File: config.mk
export PLATFORM = sky130hd
export DESIGN_NAME = pipeline_hazard_ctrl
export DESIGN_NICKNAME = d
export VERILOG_FILES = /design/src/rtl/pipe_ctrl_pkg.sv /design/src/rtl/sat_counter.sv /design/src/rtl/pipeline_hazard_ctrl.sv
export SDC_FILE = /design/constraint.sdc
export NUM_CORES = 1
export LEC_CHECK = 0
export BUFFER_PORTS_ARGS = -buffer_cell sky130_fd_sc_hd__clkbuf_2
export CORE_AREA = 3 3 82 84
export DETAILED_ROUTE_END_ITERATION = 10
export DIE_AREA = 0 0 85 87
export SLEW_MARGIN = 20
export SYNTH_ARGS = -nofsm -noshare
export SYNTH_HDL_FRONTEND = slang
export SYNTH_SLANG_ARGS = --single-unit
File: constraint.sdc
create_clock -name clk_i -period 2 [get_ports clk_i]
set_input_delay 0.2 -clock clk_i [delete_from_list [all_inputs] [get_ports clk_i]]
set_output_delay 0.2 -clock clk_i [all_outputs]
set_load 0.02 [all_outputs]
File: src/rtl/pipe_ctrl_pkg.sv
// ============================================================================
// Module      : pipe_ctrl_pkg
// Description : Shared types and default parameters for the pipeline
//               stall/flush sequencer.
// Revision    : 1.0 - initial release
// ============================================================================
`default_nettype none

package pipe_ctrl_pkg;

    // Sequencer states
    typedef enum logic [1:0] {
        ST_IDLE      = 2'd0,
        ST_RUN       = 2'd1,
        ST_MEM_STALL = 2'd2,
        ST_RESUME    = 2'd3
    } state_t;

    localparam int DEF_STALL_TIMEOUT = 1024;
    localparam int DEF_CNT_W         = 32;

endpackage

`default_nettype wire

File: src/rtl/sat_counter.sv
// ============================================================================
// Module      : sat_counter
// Description : Up-counter with synchronous clear that holds at MAX.
//               Used for the stall watchdog and the performance counters.
// Revision    : 1.0 - initial release
// ============================================================================
`default_nettype none

module sat_counter #(
    parameter int               WIDTH = 8,
    parameter logic [WIDTH-1:0] MAX   = '1
) (
    input  logic             clk,
    input  logic             rst_n,
    input  logic             inc,
    input  logic             clr,
    output logic [WIDTH-1:0] count
);

    // Clear has priority over increment; increment stops at MAX
    always_ff @(posedge clk or negedge rst_n) begin
        if (!rst_n) begin
            count <= '0;
        end else if (clr) begin
            count <= '0;
        end else if (inc && (count != MAX)) begin
            count <= count + 1'b1;
        end
    end

endmodule

`default_nettype wire

File: src/rtl/pipeline_hazard_ctrl.sv
// ============================================================================
// Module      : pipeline_hazard_ctrl
// Description : Central stall/flush sequencer for the five-stage pipeline.
//               Merges memory stall, load-use hazard and branch flush into
//               prioritised PC / IF_ID / ID_EX controls, replays a branch
//               flush that arrived during a freeze, and flags overlong
//               memory stalls.
//               Optional macro STALL_PERF_CNT_EN adds performance counters;
//               without it the counter outputs are tied to zero.
// Revision    : 1.0 - initial release
// ============================================================================
`default_nettype none

module pipeline_hazard_ctrl
    import pipe_ctrl_pkg::*;
#(
    parameter int STALL_TIMEOUT = DEF_STALL_TIMEOUT,
    parameter int CNT_W         = DEF_CNT_W
) (
    input  logic             clk_i,
    input  logic             rst_n_i,
    input  logic             start_i,
    input  logic             mem_stall_i,
    input  logic             load_use_i,
    input  logic             branch_taken_i,
    output logic             cpu_stall_o,
    output logic             pc_write_o,
    output logic             if_id_hold_o,
    output logic             if_id_flush_o,
    output logic             id_ex_bubble_o,
    output logic             stall_timeout_o,
    output logic [CNT_W-1:0] stall_cycles_o,
    output logic [CNT_W-1:0] flush_count_o,
    output logic [CNT_W-1:0] load_use_count_o
);

    localparam int              WD_W    = $clog2(STALL_TIMEOUT + 1);
    localparam logic [WD_W-1:0] WD_MAX  = WD_W'(STALL_TIMEOUT);
    localparam logic [WD_W-1:0] WD_LAST = WD_W'(STALL_TIMEOUT - 1);

    state_t          state;
    logic            pend_flush;
    logic            wd_inc;
    logic [WD_W-1:0] wd_count;

    // Combinational controls: the freeze has no lag on miss entry; a flush
    // (live or replayed) beats a load-use hold.
    always_comb begin
        cpu_stall_o    = mem_stall_i | ~start_i;
        if_id_flush_o  = ~cpu_stall_o & (branch_taken_i | pend_flush);
        if_id_hold_o   = cpu_stall_o | (load_use_i & ~if_id_flush_o);
        pc_write_o     = ~if_id_hold_o;
        id_ex_bubble_o = ~cpu_stall_o & (load_use_i | if_id_flush_o);
    end

    // Sequencer state; dropping start_i returns to IDLE from anywhere
    always_ff @(posedge clk_i or negedge rst_n_i) begin
        if (!rst_n_i) begin
            state <= ST_IDLE;
        end else if (!start_i) begin
            state <= ST_IDLE;
        end else begin
            case (state)
                ST_IDLE:      state <= ST_RUN;
                ST_RUN:       state <= mem_stall_i ? ST_MEM_STALL : ST_RUN;
                ST_MEM_STALL: state <= mem_stall_i ? ST_MEM_STALL : ST_RESUME;
                ST_RESUME:    state <= mem_stall_i ? ST_MEM_STALL : ST_RUN;
                default:      state <= ST_IDLE;
            endcase
        end
    end

    // Remember a branch flush seen while frozen; consumed by the first
    // unfrozen cycle. Set and clear are mutually exclusive because the
    // flush output is only active when not stalled.
    always_ff @(posedge clk_i or negedge rst_n_i) begin
        if (!rst_n_i) begin
            pend_flush <= 1'b0;
        end else begin
            pend_flush <= (branch_taken_i & cpu_stall_o) | (pend_flush & ~if_id_flush_o);
        end
    end

    // A cycle counts towards the watchdog when the running pipeline is
    // held by a data-cache miss; any other cycle restarts the count.
    assign wd_inc = mem_stall_i & start_i & (state != ST_IDLE);

    sat_counter #(
        .WIDTH (WD_W),
        .MAX   (WD_MAX)
    ) u_watchdog (
        .clk   (clk_i),
        .rst_n (rst_n_i),
        .inc   (wd_inc),
        .clr   (~wd_inc),
        .count (wd_count)
    );

    // Sticky timeout flag, raised on the edge where the count reaches the limit
    always_ff @(posedge clk_i or negedge rst_n_i) begin
        if (!rst_n_i) begin
            stall_timeout_o <= 1'b0;
        end else if (wd_inc && (wd_count >= WD_LAST)) begin
            stall_timeout_o <= 1'b1;
        end
    end

`ifdef STALL_PERF_CNT_EN
    sat_counter #(
        .WIDTH (CNT_W)
    ) u_stall_cnt (
        .clk   (clk_i),
        .rst_n (rst_n_i),
        .inc   (mem_stall_i),
        .clr   (1'b0),
        .count (stall_cycles_o)
    );

    sat_counter #(
        .WIDTH (CNT_W)
    ) u_flush_cnt (
        .clk   (clk_i),
        .rst_n (rst_n_i),
        .inc   (if_id_flush_o),
        .clr   (1'b0),
        .count (flush_count_o)
    );

    sat_counter #(
        .WIDTH (CNT_W)
    ) u_load_use_cnt (
        .clk   (clk_i),
        .rst_n (rst_n_i),
        .inc   (load_use_i & ~cpu_stall_o & ~if_id_flush_o),
        .clr   (1'b0),
        .count (load_use_count_o)
    );
`else
    assign stall_cycles_o   = '0;
    assign flush_count_o    = '0;
    assign load_use_count_o = '0;
`endif

endmodule

`default_nettype wire

==> impl_metrics.yaml <==
finish:
  area_growth_pct: -9.71
  multi_input_area_sq_um: 741
  diodes: 0
  drive_above_1_share: 0.102
  register_area_sq_um: 375
  fin_area_sq_mm: 0.00136
  layout_common_cells: "conb_1, dfrtp_1, clkbuf_2, a21oi_1"
  fillerInstances: 651
  final_common_cell: "conb_1"
  nets: 205
  post-route-util: 0.227
yosys:
  ys_types: 31
  ys_ff_latch: 15
  synth.top_cell.area_share: 0.478
  avgSynthCellArea_sq_um: 8.38
  ys_top_cells_by_area: "buf_4, dfrtp_1, a21oi_1"
  ys_warn_count: 0
  syn_area_sq_mm: 0.00151
  synth-seq-area-share: 0.249
  syn_inst: 180
  yosysTopAreaCell: "buf_4"
timing:
  maxSlewHeadroom: 0.626
  finalSetupViolCount: 0
  hold_ws_ps: 193
  post-route-period-util: 0.805
  finalSetupTns_ps: 0
  rsz0062_at_grt: "false"
  worst_clock_skew_ps: 2.84
  tightest_slew_ps: 558
  fmax_mhz: 621
  drv_slew: 0
  period_needed_ps: 1610
  hold_viol: 0
setup_path:
  r2r_start: "u_watchdog.count[2]$_DFFE_PN0P_"
  crit_type: "register to register"
  slowest_delay_ps: 600
  r2r_slack_ps: 390
  r2r_cells: 3
  crit_arrival_ps: 1780
  crit_chain: "nand4_1 > or4_1 > a21oi_1"
  cp-start-kind: "register"
  crit_path_top_delay_cell: "or4_1"
  rr_endpoint: "u_watchdog.count[9]$_DFFE_PN0P_"
  cp.required_ps: 2170
  cp-end-kind: "register"
  crit_fanout: 11
placement:
  hpwl_mm: 1.81
  placedInstanceArea_sq_mm: 0.00131
  gp_congestion: 0.847
  port_buffers: 11
power:
  p_per_area_mw_per_mm2: 566
  pwr-share-seq: 0.410
  p_sw_frac: 0.388
  p_leak_nw: 0.698
  switchingPower_w: 0.000299
  ir_drop_mv: 0.161
  power.share.clock: 0.316
  p_int_w: 0.000471
  pwr-share-comb: 0.274
global_routing:
  antenna_found_initial: 0
  grt_pass1_wl_mm: 2.83
  grt_use_total: 0.0485
  grt_max_degree: 16
  overflow: 0
  grt_pass1_vias: 627
floorplan:
  fp.dieH_microns: 87
  fp.dieW_microns: 85
  fp-row-count: 28
  start_util: 0.252
  core_sq_mm: 0.00599
  ioPinCount: 108
  die_area_sq_mm: 0.00740
clock_network:
  post_cts_resized: 0
  path_clk_slew_ps: 60
  numCtsBuffers: 3
  cts_tree: "done"
  clkSinkCount: 15
  clockRootBuffer: "clkbuf_8"
  clock_path_buffers: 2
  postCtsSetupRepairBufs: 0
  worstSkewPairLatency_ps: 250
  htreeDepth: 1
detailed_routing:
  antenna_left: 0
  via_per_inst: 3.39
  first_pass_iters: 4
  drc_errors: 0
  wl_mm: 2.20
  post_drt_wl_per_cell_microns: 8.10
  vias: 920
  drt_iter0_markers: 66
run_status:
  status: "finished clean"
hold_path:
  hold_start: "branch_taken_i"
  min_path_type: "input pin to register"
  hold_depth: 2
  hold_path_end: "pend_flush$_DFF_PN0_"
flow_run:
  maxCapViolCount: 0
-- cell usage after synthesis --
master    number
a21oi_1        9
a31o_2         2
buf_2          1
inv_1          5
dfrtp_1       15
xor2_1         2
clkbuf_1       1
nor4_1         1
nor2b_1        1
conb_1         1
a211oi_1       1
nand2b_1       2
nand2_1        3
nor4bb_1       1
o31ai_1        2
o21ai_0        5
a21o_1         1
ha_1           2
nand4_1        4
or3_1          4
nand3_1        6
o31a_1         1
o211ai_1       1
o21a_1         1
a311o_2        1
nor2_1         6
nor3_1         1
or4_1          2
mux2i_1        1
buf_4         96
and2_1         1
-- power groups by stage --
stage / clock [W] / sequential (W) / combinational (W)
after floorplan: 0 / 0.000320 / 0.000327
after global placement: 0 / 0.000320 / 0.000205
after detailed placement: 0 / 0.000321 / 0.000206
after CTS: 0.000257 / 0.000315 / 0.000207
after global routing: 0.000271 / 0.000316 / 0.000227
final: 0.000243 / 0.000316 / 0.000211
-- cell type report --
cell class	count	area share
Tap cell	75	0.0689
Inverter	5	0.0138
Multi-Input combinational cell	157	0.544
Clock buffer	4	0.0331
Sequential cell	15	0.276
Timing Repair Buffer	15	0.0643
-- flip-flops by register name, indices dropped and copies added, names as in the netlist --
register and cells:
u_watchdog.count 11, pend_flush 1, state 2, stall_timeout_o 1
-- how the worst max path moves through the flow --
| stage | endpoint | slack (ps) | cells past startpoint | startpoint |
|---|---|---|---|---|
| 2_1_floorplan | u_watchdog.count[2]$_DFFE_PN0P_ | 480 | 5 | u_watchdog.count[0]$_DFFE_PN0P_ |
| 3_3_place_gp | u_watchdog.count[2]$_DFFE_PN0P_ | 470 | 6 | u_watchdog.count[0]$_DFFE_PN0P_ |
| 3_5_place_dp | u_watchdog.count[10]$_DFFE_PN0P_ | 420 | 4 | u_watchdog.count[0]$_DFFE_PN0P_ |
| 4_1_cts | u_watchdog.count[2]$_DFFE_PN0P_ | 400 | 6 | u_watchdog.count[0]$_DFFE_PN0P_ |
| 5_1_grt | u_watchdog.count[10]$_DFFE_PN0P_ | 280 | 4 | u_watchdog.count[0]$_DFFE_PN0P_ |
| 6_report | u_watchdog.count[9]$_DFFE_PN0P_ | 390 | 3 | u_watchdog.count[2]$_DFFE_PN0P_ |
-- worst max-delay path, delay by kind of cell (launching register included) --
family,cells,cell delay [ps]
and+or+nand+nor,2,950
DFF,1,440
AOI/OAI and AO/OA,1,150
-- metrics by stage --
| stage | instances | total power, W | worst slack (ps) |
|---|---|---|---|
| floorplan | 275 | 0.000647 | 484 |
| global placement | 266 | 0.000525 | 467 |
| detailed placement | 266 | 0.000527 | 419 |
| CTS | 271 | 0.000780 | 399 |
| global route | 271 | 0.000815 | 279 |
| finish | 271 | 0.000770 | 391 |
-- layer usage --
metal	wire, microns	vias up	track usage
met4	36	0	0.0302
li1	-	439	-
met2	1030	76	0.0713
met1	810	402	0.0579
met5	0	-	0
met3	319	3	0.0208
-- logic make-up (layout without fill, tap and decap cells) --
logic type,after synthesis,count (layout),synth area share
mux,1,1,0.00664
buf+inv,103,24,0.496
flops,15,15,0.249
compound gates,24,24,0.101
fa+ha+maj,2,2,0.0166
simple gates,32,32,0.116
other cells,1,96,0.00249
xor+xnor,2,2,0.0116
-- repair_timing --
action,in CTS,in global routing
hold endpoints to repair,15,0
endpoints found under the setup margin,0,0
hold buffers,1,0
No activity file was read; power rests on OpenSTA's default activity.
